### config.mk
export PLATFORM = sky130hd
export DESIGN_NAME = din_debouncer
export DESIGN_NICKNAME = d
export VERILOG_FILES = /design/src/rtl/din_cond_pkg.sv /design/src/rtl/sync_chain.sv /design/src/rtl/din_debouncer.sv
export SDC_FILE = /design/constraint.sdc
export NUM_CORES = 1
export LEC_CHECK = 0
export CAP_MARGIN = 10
export CORE_AREA = 2 2 39 41
export CTS_CLUSTER_DIAMETER = 40
export DETAILED_ROUTE_END_ITERATION = 8
export DIE_AREA = 0 0 41 43
export PLACE_DENSITY = 0.52
export SLEW_MARGIN = 25
export SYNTH_ARGS = -nofsm -noshare
export SYNTH_HDL_FRONTEND = slang
export SYNTH_SLANG_ARGS = --single-unit
### constraint.sdc
create_clock -name clk -period 2.8 [get_ports clk]
set_clock_uncertainty 0.2 [all_clocks]
set_input_delay 0.56 -clock clk [delete_from_list [all_inputs] [get_ports clk]]
set_output_delay 0.56 -clock clk [all_outputs]
set_load 0.005 [all_outputs]
### src/rtl/din_cond_pkg.sv
`default_nettype none
// ============================================================================
// Module      : din_cond_pkg
// Description : Shared types and default constants for the digital-input
//               conditioning path (debouncer and edge detector stages).
//               - deb_state_t : debounce FSM state encoding
//               - DEB_SYNC_STAGES / DEB_STABLE_CYCLES : default parameters
// Revision    : 1.0 - initial release
// ============================================================================
package din_cond_pkg;

  typedef enum logic [1:0] {
    LOW       = 2'd0,
    RISE_PEND = 2'd1,
    HIGH      = 2'd2,
    FALL_PEND = 2'd3
  } deb_state_t;

  localparam int DEB_SYNC_STAGES   = 2;
  localparam int DEB_STABLE_CYCLES = 4;

endpackage : din_cond_pkg
`default_nettype wire

### src/rtl/sync_chain.sv
`default_nettype none
// ============================================================================
// Module      : sync_chain
// Description : Multi-flop synchronizer for a single asynchronous bit.
//               Reset clears every stage to 0.
// Ports       : clk    - clock, rising edge
//               resetn - synchronous active-low reset
//               d      - asynchronous input
//               q      - synchronized output (last stage)
// Revision    : 1.0 - initial release
// ============================================================================
module sync_chain #(
  parameter int SYNC_STAGES = 2
) (
  input  logic clk,
  input  logic resetn,
  input  logic d,
  output logic q
);

  if (SYNC_STAGES < 2) begin : g_bad_stages
    $error("sync_chain: SYNC_STAGES must be 2 or more");
  end

  logic [SYNC_STAGES-1:0] r_sync;

  // Stage 0 captures d; the value marches toward the MSB each edge.
  always_ff @(posedge clk) begin
    if (!resetn) begin
      r_sync <= '0;
    end else begin
      r_sync <= {r_sync[SYNC_STAGES-2:0], d};
    end
  end

  assign q = r_sync[SYNC_STAGES-1];

endmodule : sync_chain
`default_nettype wire

### src/rtl/din_debouncer.sv
`default_nettype none
// ============================================================================
// Module      : din_debouncer
// Description : Synchronizes a raw bouncing input and passes a level change
//               to dout only after STABLE_CYCLES consecutive stable samples.
//               Aborted candidate transitions produce a one-cycle glitch
//               pulse for diagnostics.
// Ports       : clk     - clock, rising edge
//               resetn  - synchronous active-low reset
//               din     - raw asynchronous input
//               dout    - debounced level (registered)
//               pending - candidate transition being qualified
//               glitch  - one-cycle pulse after an aborted candidate
// Revision    : 1.0 - initial release
// ============================================================================
module din_debouncer
  import din_cond_pkg::*;
#(
  parameter int SYNC_STAGES   = DEB_SYNC_STAGES,
  parameter int STABLE_CYCLES = DEB_STABLE_CYCLES,
  parameter int CNT_W         = $clog2(STABLE_CYCLES) + 1
) (
  input  logic clk,
  input  logic resetn,
  input  logic din,
  output logic dout,
  output logic pending,
  output logic glitch
);

  if (STABLE_CYCLES < 2) begin : g_bad_stable
    $error("din_debouncer: STABLE_CYCLES must be 2 or more");
  end

  localparam logic [CNT_W-1:0] C_CNT_ONE  = CNT_W'(1);
  localparam logic [CNT_W-1:0] C_CNT_LAST = CNT_W'(STABLE_CYCLES - 1);

  logic             w_s;
  deb_state_t       r_state;
  deb_state_t       w_state_nxt;
  logic [CNT_W-1:0] r_cnt;
  logic [CNT_W-1:0] w_cnt_nxt;
  logic             r_dout;
  logic             w_dout_nxt;
  logic             r_glitch;
  logic             w_glitch_nxt;

  sync_chain #(
    .SYNC_STAGES (SYNC_STAGES)
  ) u_sync (
    .clk    (clk),
    .resetn (resetn),
    .d      (din),
    .q      (w_s)
  );

  // State register, counter and registered outputs.
  always_ff @(posedge clk) begin
    if (!resetn) begin
      r_state  <= LOW;
      r_cnt    <= '0;
      r_dout   <= 1'b0;
      r_glitch <= 1'b0;
    end else begin
      r_state  <= w_state_nxt;
      r_cnt    <= w_cnt_nxt;
      r_dout   <= w_dout_nxt;
      r_glitch <= w_glitch_nxt;
    end
  end

  // Next-state and counter logic. The first differing sample counts as 1,
  // so the transition is accepted on the STABLE_CYCLES-th sample.
  always_comb begin
    w_state_nxt = r_state;
    w_cnt_nxt   = r_cnt;
    case (r_state)
      LOW: begin
        if (w_s) begin
          w_state_nxt = RISE_PEND;
          w_cnt_nxt   = C_CNT_ONE;
        end
      end
      RISE_PEND: begin
        if (!w_s) begin
          w_state_nxt = LOW;
        end else if (r_cnt == C_CNT_LAST) begin
          w_state_nxt = HIGH;
        end else begin
          w_cnt_nxt = r_cnt + C_CNT_ONE;
        end
      end
      HIGH: begin
        if (!w_s) begin
          w_state_nxt = FALL_PEND;
          w_cnt_nxt   = C_CNT_ONE;
        end
      end
      FALL_PEND: begin
        if (w_s) begin
          w_state_nxt = HIGH;
        end else if (r_cnt == C_CNT_LAST) begin
          w_state_nxt = LOW;
        end else begin
          w_cnt_nxt = r_cnt + C_CNT_ONE;
        end
      end
      default: begin
        w_state_nxt = LOW;
        w_cnt_nxt   = '0;
      end
    endcase
  end

  // Output decode. dout follows the committed level of the next state, so
  // a pending state keeps the old level until qualification completes.
  always_comb begin
    w_dout_nxt   = (w_state_nxt == HIGH) || (w_state_nxt == FALL_PEND);
    w_glitch_nxt = ((r_state == RISE_PEND) && !w_s) ||
                   ((r_state == FALL_PEND) &&  w_s);
    pending      = (r_state == RISE_PEND) || (r_state == FALL_PEND);
  end

  assign dout   = r_dout;
  assign glitch = r_glitch;

endmodule : din_debouncer
`default_nettype wire

# After elaboration in Yosys (flattened, before gate mapping)

Cells that the tools add are included.

Bits of input ports: 3
Flip-flop bits (word level): 9

Mux-type cells: 13
Add/sub/neg operators: 1
Reductions and logical operators: 8
Equal/unequal tests: 10

Operators by type and width:

| kind                                           | number |
|---|---|
| two-way mux 3 bit                              | 5 |
| two-way mux 2 bit                              | 6 |
| case mux 3 bit (4 select lines)                | 1 |
| == test 2 bit (second input constant)          | 4 |
| case mux 2 bit (4 select lines)                | 1 |
| != test 2 x 1 -> 1 bit (second input constant) | 2 |
| != test 2 bit (second input constant)          | 2 |
| AND reduction 4 bit                            | 1 |
| adder 3 x 1 -> 3 bit (second input constant)   | 1 |
| == test 3 x 2 -> 1 bit (second input constant) | 1 |
| logical OR 1 bit                               | 3 |
| == test 2 x 1 -> 1 bit (second input constant) | 1 |
| logical AND 1 bit                              | 2 |
| zero test 2 bit                                | 1 |
| zero test 1 bit                                | 1 |

# Depth between registers and ports, before layout

Gate-level depths: netlist of the first run.

Depth in word-level cells: 6
Depth in mapped cells: 5
Gate-level depth less buffers: 5

# Modules after synthesis

A second synthesis of the first run with hierarchy kept.

Cells, all modules: 33
Area total of the unflattened synthesis: 347.8 um2

Modules (own cells, without submodules):

| module        | cells an instance | area an instance (um2) | instances |
|---|---|---|---|
| din_debouncer | 29                | 295.3                  | 1 |
| sync_chain    | 4                 | 52.6                   | 1 |

# Least setup slack after synthesis of the first run

Ideal clock, no wire load.

Path type: register -> register
From: register r_cnt[0]
To: register r_cnt[0]
Cell stages (with the launch flop): 5
Arrival: 1.092 ns
Library setup time: 0.119 ns
Buffers on the path: 0
Clock period less this slack: 1.411 ns
Slack: 1.389 ns
Cell sequence: dfxtp_1 -> ha_1 -> ha_1 -> nand3b_1 -> o221a_2

Word-level cells in the longest chain between the ends: 4
Elaborated cells on any way between the ends: 6
Classes of those cells: add/sub (1); eq/ne (1); mux (4)

Ends and longest elaborated chain:

| item                                                           | RTL line                                  | RTL |
|---|---|---|
| start: declaration                                             | din_debouncer.sv:41                       | `logic [CNT_W-1:0] r_cnt;` |
| start signal: assignment                                       | din_debouncer.sv:66                       | `r_cnt <= w_cnt_nxt;` |
| adder 3 x 1 -> 3 bit or == test 3 x 2 -> 1 bit (tied branches) | --                                        |  |
| two-way mux 3 bit *                                            | din_debouncer.sv:87, din_debouncer.sv:102 |  |
| two-way mux 3 bit, on equally long branches                    | din_debouncer.sv:100, din_debouncer.sv:85 |  |
| case mux 3 bit (4 select lines) *                              | din_debouncer.sv:77                       | `case (r_state)` |

Mark *: on every way between the ends. The rest lies on a longest branch, timed or not. The select of a mux whose other input is x is not followed.
A chain may end at the register's enable or synchronous reset.

# Final worst setup path of the first run

From: register r_state[0]
To: output port pending

Word-level cells in the longest chain between the ends: 2
Elaborated cells on any way between the ends: 3
Classes of those cells: eq/ne (2); reduce/logical (1)

Ends and longest elaborated chain:

| item                                                    | RTL line             | RTL |
|---|---|---|
| start: declaration                                      | din_debouncer.sv:39  | `deb_state_t r_state;` |
| start signal: assignment                                | din_debouncer.sv:65  | `r_state <= w_state_nxt;` |
| == test 2 x 1 -> 1 bit or == test 2 bit (tied branches) | din_debouncer.sv:121 | `pending = (r_state == RISE_PEND) \|\| (r_state == FALL_PEND);` |
| logical OR 1 bit *                                      | din_debouncer.sv:121 |  |
| end: declaration                                        | din_debouncer.sv:27  | `output logic pending,` |

Mark *: on every way between the ends. The rest lies on a longest branch, timed or not.

==> results of run 1 <==
-- cells by family after synthesis --
group	after synthesis
AOI/OAI and AO/OA	4
muxes	2
and+or+nand+nor	12
adders and majority gates	2
buffers and inverters	3
DFF	9
xor gates and xnor gates	1
-- how the worst max path moves through the flow --
stage / startpoint / end / slack [ps] / cells after the start
after floorplan: r_cnt[0] / r_cnt[0] / 1390 / 4
after global placement: r_state[0] / pending / 1050 / 1
after detailed placement: resetn / r_cnt[1] / 1040 / 3
after CTS: r_state[0] / pending / 770 / 1
after global routing: r_state[0] / pending / 710 / 1
final: r_state[0] / pending / 790 / 1
-- final cells by class --
class / instances / area share [%]
sequential: 9 / 41.3
timing repair buffer: 5 / 11.5
clock buffer: 4 / 6.02
tap: 16 / 4.58
inverter: 1 / 0.860
multi-input combinational: 21 / 35.8
-- per-layer routing --
metal	vias to the layer above	global-route usage, %	part of all wire, %
met1	110	10.7	48
met3	0	3.14	4.4
met2	4	11.6	47
li1	126	-	-
met5	-	0	0
met4	0	6.00	0
-- power by group --
part	leakage (nW)	internal [W]	switching, W	total, W
logic	0.0699	0.00000684	0.00000429	0.0000111
clock network	0.0150	0.0000547	0.0000423	0.0000970
registers	0.0732	0.000131	0.00000188	0.000133
-- cell usage in the layout, fill, tap and decap left out, drive strengths merged --
master / instances
nand2: 4
xnor2: 1
dfxtp: 9
inv: 1
o221a: 1
clkdlybuf4s50: 5
clkbuf: 4
ha: 2
nand3b: 2
mux2i: 2
and2: 3
a21oi: 1
and3: 1
nand3: 2
a21boi: 2
-- sequential cells by signal (all words and copies together) (netlist names) --
name / count
r_cnt: 3
u_sync.r_sync: 2
glitch: 1
dout: 1
r_state: 2
-- stage by stage --
| stage | cell area [um2] | total power (W) |
|---|---|---|
| final | 437 | 0.000241 |
| after global routing | 437 | 0.000254 |
| after CTS | 437 | 0.000246 |
| after detailed placement | 410 | 0.000147 |
| after global placement | 410 | 0.000146 |
| after floorplan | 348 | 0.000142 |
==> impl_metrics.prom, run 1 <==
# TYPE chip_impl_metric gauge
chip_impl_metric{name="wire_length_of_the_first_global_routing_pass",unit="um"} 952
chip_impl_metric{name="muxShareOfSynthArea",unit="%"} 5.76
chip_impl_metric{name="crit_required",unit="ps"} 2040
chip_impl_info{name="cpMaxStageDelayCell",value="sky130_fd_sc_hd__clkdlybuf4s50_1"} 1
chip_impl_info{name="cts_tree",value="yes"} 1
chip_impl_metric{name="placement.setup.worst_slack",unit="ps"} 1040
chip_impl_metric{name="number_of_antenna_violations_at_the_first_check_in_global_routing",unit=""} 0
chip_impl_metric{name="route.detailed.vias_per_inst",unit=""} 4.29
chip_impl_info{name="netlist_top_cells_count",value="9 x sky130_fd_sc_hd__dfxtp_1, 4 x sky130_fd_sc_hd__nand2_1"} 1
chip_impl_info{name="postSynth.topFlopCell",value="sky130_fd_sc_hd__dfxtp_1"} 1
chip_impl_info{name="rsz0062_at_grt",value="no"} 1
chip_impl_metric{name="fill_cells",unit=""} 140
chip_impl_metric{name="synth-compound-area-share",unit="%"} 10.1
chip_impl_metric{name="clockBufferDepth",unit=""} 2
chip_impl_metric{name="synth_enable_flop_cells",unit=""} 0
chip_impl_metric{name="layout-drive-gt1-share",unit="%"} 17.5
chip_impl_info{name="synth_top_cells_by_area",value="sky130_fd_sc_hd__dfxtp_1 52%, sky130_fd_sc_hd__ha_1 7.2%, sky130_fd_sc_hd__mux2i_1 5.8%, sky130_fd_sc_hd__a21boi_0 4.3%, sky130_fd_sc_hd__nand2_1 4.3%"} 1
chip_impl_metric{name="post_synthesis_share_of_cell_area_spent_on_full_adders_half_adders_and_majority_gates",unit="%"} 7.19
chip_impl_metric{name="arrival_time_at_the_worst_endpoint",unit="ps"} 1250
chip_impl_metric{name="routed_wirelength",unit="um"} 540
chip_impl_info{name="worstSetupPathType",value="flop to output pin"} 1
chip_impl_metric{name="regToRegSetupSlack",unit="ps"} 1280
chip_impl_metric{name="crit_buf_inv",unit=""} 1
chip_impl_metric{name="globalRouteTotalUtil",unit="%"} 8.57
chip_impl_metric{name="synthArstFlopShare",unit="%"} 0
chip_impl_metric{name="leakage",unit="nW"} 0.158
chip_impl_info{name="largest_family_of_logic_cells_by_synthesized_area",value="simple AND/OR/NAND/NOR gates"} 1
chip_impl_metric{name="layout_min_cycle_time",unit="ps"} 2010
chip_impl_metric{name="synth-seq-cells",unit=""} 9
chip_impl_info{name="path_cells",value="clkdlybuf4s50_1"} 1
chip_impl_metric{name="cts_setup_buffers",unit=""} 0
chip_impl_info{name="hold_path_class",value="flop to flop"} 1
chip_impl_metric{name="synth_simple_gate_area_share",unit="%"} 19.4
chip_impl_metric{name="worst_skew_pair.late_latency",unit="ps"} 250
chip_impl_info{name="worst_hold_path.endpoint",value="u_sync.r_sync[1]"} 1
chip_impl_metric{name="n_antenna_cell",unit=""} 0
chip_impl_metric{name="port_buffers",unit=""} 5
chip_impl_metric{name="first_global_vias",unit=""} 219
chip_impl_metric{name="layout.area.seq",unit="um2"} 180
chip_impl_metric{name="maximum_number_of_pins_on_one_net_before_global_route_repair",unit=""} 12
chip_impl_metric{name="io-pin-count",unit=""} 6
chip_impl_info{name="synthDominantAreaCellType",value="sky130_fd_sc_hd__dfxtp_1"} 1
chip_impl_metric{name="chipWidth",unit="um"} 41
chip_impl_metric{name="fmax",unit="MHz"} 498
chip_impl_metric{name="cts_repair_resize_count",unit=""} 0
chip_impl_metric{name="design.core.area",unit="um2"} 1380
chip_impl_info{name="regToRegStartpoint",value="r_cnt[0]"} 1
chip_impl_metric{name="die_height",unit="um"} 43
chip_impl_metric{name="die_area",unit="um2"} 1760
chip_impl_metric{name="drcViolationCount",unit=""} 0
chip_impl_metric{name="synthXorXnorAreaFrac",unit="%"} 2.52
chip_impl_metric{name="vdd.ir_drop.worst",unit="uV"} 214
chip_impl_metric{name="syn-num-nets",unit=""} 38
chip_impl_info{name="clk_root_buffer_cell",value="sky130_fd_sc_hd__clkbuf_4"} 1
chip_impl_info{name="yosysMostFrequentCell",value="sky130_fd_sc_hd__dfxtp_1"} 1
chip_impl_metric{name="syn-instance-count",unit=""} 33
chip_impl_metric{name="grt-ovfl-total",unit=""} 0
chip_impl_metric{name="cts_made_buffers",unit=""} 3
chip_impl_metric{name="syn_avg_cell_area",unit="um2"} 10.5
chip_impl_metric{name="dr.first_iter.drc_count",unit=""} 5
chip_impl_metric{name="setup_total_negative_slack",unit="ps"} 0
chip_impl_info{name="setup.worst_path.end_class",value="output pin"} 1
chip_impl_metric{name="finalSetupViolCount",unit=""} 0
chip_impl_metric{name="fin_cells",unit=""} 56
chip_impl_metric{name="placed_cells_incl_taps",unit=""} 52
chip_impl_metric{name="power-per-cell-area",unit="nW/um2"} 552
chip_impl_metric{name="route.vias.total",unit=""} 240
chip_impl_metric{name="initial_utilization",unit="%"} 25.1
chip_impl_info{name="crit_path_start_kind",value="flop"} 1
chip_impl_metric{name="routability_congestion_estimate",unit=""} 0.618
chip_impl_metric{name="nNetsFinal",unit=""} 46
chip_impl_metric{name="mappedNetlistArea",unit="um2"} 348
chip_impl_metric{name="tightestPinTransition",unit="ps"} 310
chip_impl_metric{name="drt_first_pass_iters",unit=""} 4
chip_impl_metric{name="finalMaxSlewViolations",unit=""} 0
chip_impl_metric{name="synth.yosys.seq_area_share",unit="%"} 51.8
chip_impl_metric{name="finalWorstSetupSlack",unit="ps"} 792
chip_impl_info{name="worstHoldStart",value="u_sync.r_sync[0]"} 1
chip_impl_metric{name="synth_top_cell_area_share",unit="%"} 51.8
chip_impl_metric{name="max-cap-violations",unit=""} 0
chip_impl_metric{name="antenna_left",unit=""} 0
chip_impl_info{name="reg2reg_to",value="r_cnt[1]"} 1
chip_impl_metric{name="synth.lib_cells_used.distinct",unit=""} 15
chip_impl_metric{name="floorplan.rows",unit=""} 14
chip_impl_metric{name="timing.final.hold_violations",unit=""} 0
chip_impl_metric{name="max_slew_margin",unit="%"} 79.3
chip_impl_metric{name="drt-wirelength-per-cell",unit="um"} 9.64
chip_impl_metric{name="multiInputGateArea",unit="um2"} 156
chip_impl_info{name="run_status",value="finished, final reports clean"} 1
chip_impl_metric{name="count_of_yosys_warnings_during_synthesis",unit=""} 0
chip_impl_info{name="cpLargestDelayFamily",value="buffers and inverters"} 1
chip_impl_metric{name="rr_worst_depth",unit=""} 4
chip_impl_metric{name="area_growth_syn_to_layout",unit="%"} 25.5
chip_impl_metric{name="cpPeakStageDelay",unit="ps"} 550
chip_impl_metric{name="fin_util",unit="%"} 31.6
chip_impl_metric{name="holdWs",unit="ps"} 234
chip_impl_metric{name="clk_pin_slew",unit="ps"} 60
chip_impl_metric{name="cts-htree-levels",unit=""} 1
chip_impl_metric{name="critical_path_peak_fanout",unit=""} 8
chip_impl_metric{name="layout_worst_path_cycle_share",unit="%"} 71.7
chip_impl_metric{name="cts-hold-fix-buffers",unit=""} 0
chip_impl_metric{name="worst_hold_path.num_cells",unit=""} 1
chip_impl_metric{name="clock_sinks",unit=""} 9
Power figures use the tool's default switching activity.
==> run 2, diff against run 1 <==
Settings changed: PLACE_DENSITY 0.52 to 0.54.
Clock period 2.8 ns to 1.8 ns, I/O delays scaled along.
==> impl_metrics.prom, run 2 (synthesized netlist as in run 1, its figures left out) <==
# TYPE chip_impl_metric gauge
chip_impl_metric{name="cts-htree-levels",unit=""} 1
chip_impl_metric{name="crit_buf_inv",unit=""} 1
chip_impl_metric{name="port_buffers",unit=""} 5
chip_impl_metric{name="drcViolationCount",unit=""} 0
chip_impl_metric{name="route.detailed.vias_per_inst",unit=""} 4.61
chip_impl_metric{name="drt-wirelength-per-cell",unit="um"} 11.3
chip_impl_metric{name="n_antenna_cell",unit=""} 0
chip_impl_metric{name="area_growth_syn_to_layout",unit="%"} 27.7
chip_impl_info{name="cpMaxStageDelayCell",value="sky130_fd_sc_hd__clkdlybuf4s50_1"} 1
chip_impl_metric{name="max_slew_margin",unit="%"} 78.0
chip_impl_metric{name="layout_worst_path_cycle_share",unit="%"} 92.2
chip_impl_metric{name="fill_cells",unit=""} 149
chip_impl_metric{name="drt_first_pass_iters",unit=""} 2
chip_impl_info{name="worst_hold_path.endpoint",value="u_sync.r_sync[1]"} 1
chip_impl_info{name="worstSetupPathType",value="flop to output pin"} 1
chip_impl_metric{name="cts_repair_resize_count",unit=""} 0
chip_impl_metric{name="floorplan.rows",unit=""} 14
chip_impl_metric{name="finalMaxSlewViolations",unit=""} 0
chip_impl_metric{name="nNetsFinal",unit=""} 47
chip_impl_metric{name="route.vias.total",unit=""} 263
chip_impl_info{name="cpLargestDelayFamily",value="buffers and inverters"} 1
chip_impl_metric{name="tightestPinTransition",unit="ps"} 328
chip_impl_metric{name="grt-ovfl-total",unit=""} 0
chip_impl_info{name="run_status",value="finished, final reports clean"} 1
chip_impl_info{name="final_cell_mix",value="9 x sky130_fd_sc_hd__dfxtp_1, 5 x sky130_fd_sc_hd__clkdlybuf4s50_1, 4 x sky130_fd_sc_hd__nand2_1, 3 x sky130_fd_sc_hd__clkbuf_4"} 1
chip_impl_metric{name="regToRegSetupSlack",unit="ps"} 280
chip_impl_info{name="layout.cells.most_common",value="sky130_fd_sc_hd__dfxtp_1"} 1
chip_impl_metric{name="max-cap-violations",unit=""} 0
chip_impl_metric{name="dr.first_iter.drc_count",unit=""} 8
chip_impl_metric{name="leakage",unit="nW"} 0.163
chip_impl_metric{name="cts_made_buffers",unit=""} 3
chip_impl_info{name="crit_path_start_kind",value="flop"} 1
chip_impl_info{name="rsz0062_at_grt",value="no"} 1
chip_impl_metric{name="vdd.ir_drop.worst",unit="uV"} 367
chip_impl_metric{name="arrival_time_at_the_worst_endpoint",unit="ps"} 1100
chip_impl_metric{name="wire_length_of_the_first_global_routing_pass",unit="mm"} 1.27
chip_impl_metric{name="power-per-cell-area",unit="nW/um2"} 861
chip_impl_metric{name="post-layout-total-power",unit="W"} 0.000382
chip_impl_metric{name="die_area",unit="um2"} 1760
chip_impl_info{name="setup.worst_path.end_class",value="output pin"} 1
chip_impl_metric{name="critical_path_peak_fanout",unit=""} 2
chip_impl_info{name="worstHoldStart",value="u_sync.r_sync[0]"} 1
chip_impl_metric{name="clock_sinks",unit=""} 9
chip_impl_metric{name="cts_setup_buffers",unit=""} 0
chip_impl_info{name="reg2reg_to",value="r_cnt[2]"} 1
chip_impl_metric{name="clk_pin_slew",unit="ps"} 60
chip_impl_metric{name="layout-drive-gt1-share",unit="%"} 19.5
chip_impl_metric{name="first_global_vias",unit=""} 306
chip_impl_metric{name="fmax",unit="MHz"} 603
chip_impl_metric{name="timing.final.hold_violations",unit=""} 0
chip_impl_info{name="max_flop_register",value="r_cnt"} 1
chip_impl_metric{name="routability_congestion_estimate",unit=""} 0.686
chip_impl_metric{name="rr_worst_depth",unit=""} 4
chip_impl_metric{name="finalSetupViolCount",unit=""} 0
chip_impl_info{name="regToRegStartpoint",value="r_cnt[0]"} 1
chip_impl_metric{name="cpPeakStageDelay",unit="ps"} 510
chip_impl_metric{name="io-pin-count",unit=""} 6
chip_impl_info{name="clk_root_buffer_cell",value="sky130_fd_sc_hd__clkbuf_4"} 1
chip_impl_metric{name="globalRouteTotalUtil",unit="%"} 11.7
chip_impl_metric{name="design.core.area",unit="um2"} 1380
chip_impl_metric{name="clockBufferDepth",unit=""} 2
chip_impl_metric{name="routed_wirelength",unit="um"} 642
chip_impl_metric{name="antenna_left",unit=""} 0
chip_impl_metric{name="maximum_number_of_pins_on_one_net_before_global_route_repair",unit=""} 12
chip_impl_metric{name="crit_required",unit="ps"} 1240
chip_impl_metric{name="chipWidth",unit="um"} 41
chip_impl_metric{name="worst_hold_path.num_cells",unit=""} 1
chip_impl_metric{name="largest_reg_flops",unit=""} 3
chip_impl_info{name="path_cells",value="clkdlybuf4s50_1"} 1
chip_impl_metric{name="setup_total_negative_slack",unit="ps"} 0
chip_impl_info{name="hold_path_class",value="flop to flop"} 1
chip_impl_metric{name="hpwl",unit="um"} 484
chip_impl_metric{name="layout_min_cycle_time",unit="ps"} 1660
chip_impl_metric{name="number_of_antenna_violations_at_the_first_check_in_global_routing",unit=""} 0
chip_impl_metric{name="worst_skew_pair.late_latency",unit="ps"} 260
chip_impl_info{name="registers_with_the_most_flip_flops",value="r_cnt (3), r_state (2), u_sync.r_sync (2)"} 1
chip_impl_metric{name="die_height",unit="um"} 43
chip_impl_metric{name="cts-hold-fix-buffers",unit=""} 0
chip_impl_info{name="cts_tree",value="yes"} 1
chip_impl_metric{name="initial_utilization",unit="%"} 25.1
==> run 2: worst max path at each step <==
stage,start,to,slack (ps),cells after the start
2_1_floorplan,r_cnt[0],r_cnt[0],390,4
3_3_place_gp,resetn,r_cnt[2],300,3
3_5_place_dp,resetn,r_cnt[2],210,3
4_1_cts,r_state[0],pending,120,1
5_1_grt,r_state[0],pending,60,1
6_report,r_state[0],pending,140,1
==> run 2: cell type report <==
class	instances	area [um2]	area share (%)
repair buffers	6	57.6	13.0
multi-input cells	21	156	35.2
flip-flops and latches	9	180	40.6
inverters	1	3.75	0.845
well taps	16	20.0	4.51
clock buffers	4	26.3	5.92
==> run 2: metal layers <==
| layer | vias to the layer above | wire, um | global-route usage, % |
|---|---|---|---|
| li1 | 129 | - | - |
| met1 | 122 | 254 | 11.1 |
| met2 | 8 | 331 | 18.1 |
| met3 | 4 | 22 | 4.71 |
| met4 | 0 | 34 | 10.0 |
| met5 | - | 0 | 0 |
==> run 2: report_power, final <==
group          switching (W)  total (W)  internal [W]
clock              0.0000715   0.000157     0.0000855
combinational     0.00000809  0.0000195     0.0000114
sequential        0.00000235   0.000206      0.000203
==> run 2: metrics by stage <==
stage / setup slack [ps] / hold slack (ps) / util [%] / cells / area (um2)
finish: 141 / 248 / 32.1 / 57 / 444
global route: 61.5 / 266 / 32.1 / 57 / 444
CTS: 120 / 249 / 32.1 / 57 / 444
detailed placement: 206 / 222 / 30.2 / 53 / 418
global placement: 298 / 228 / 30.2 / 53 / 418
floorplan: 389 / 212 / - / 33 / 348
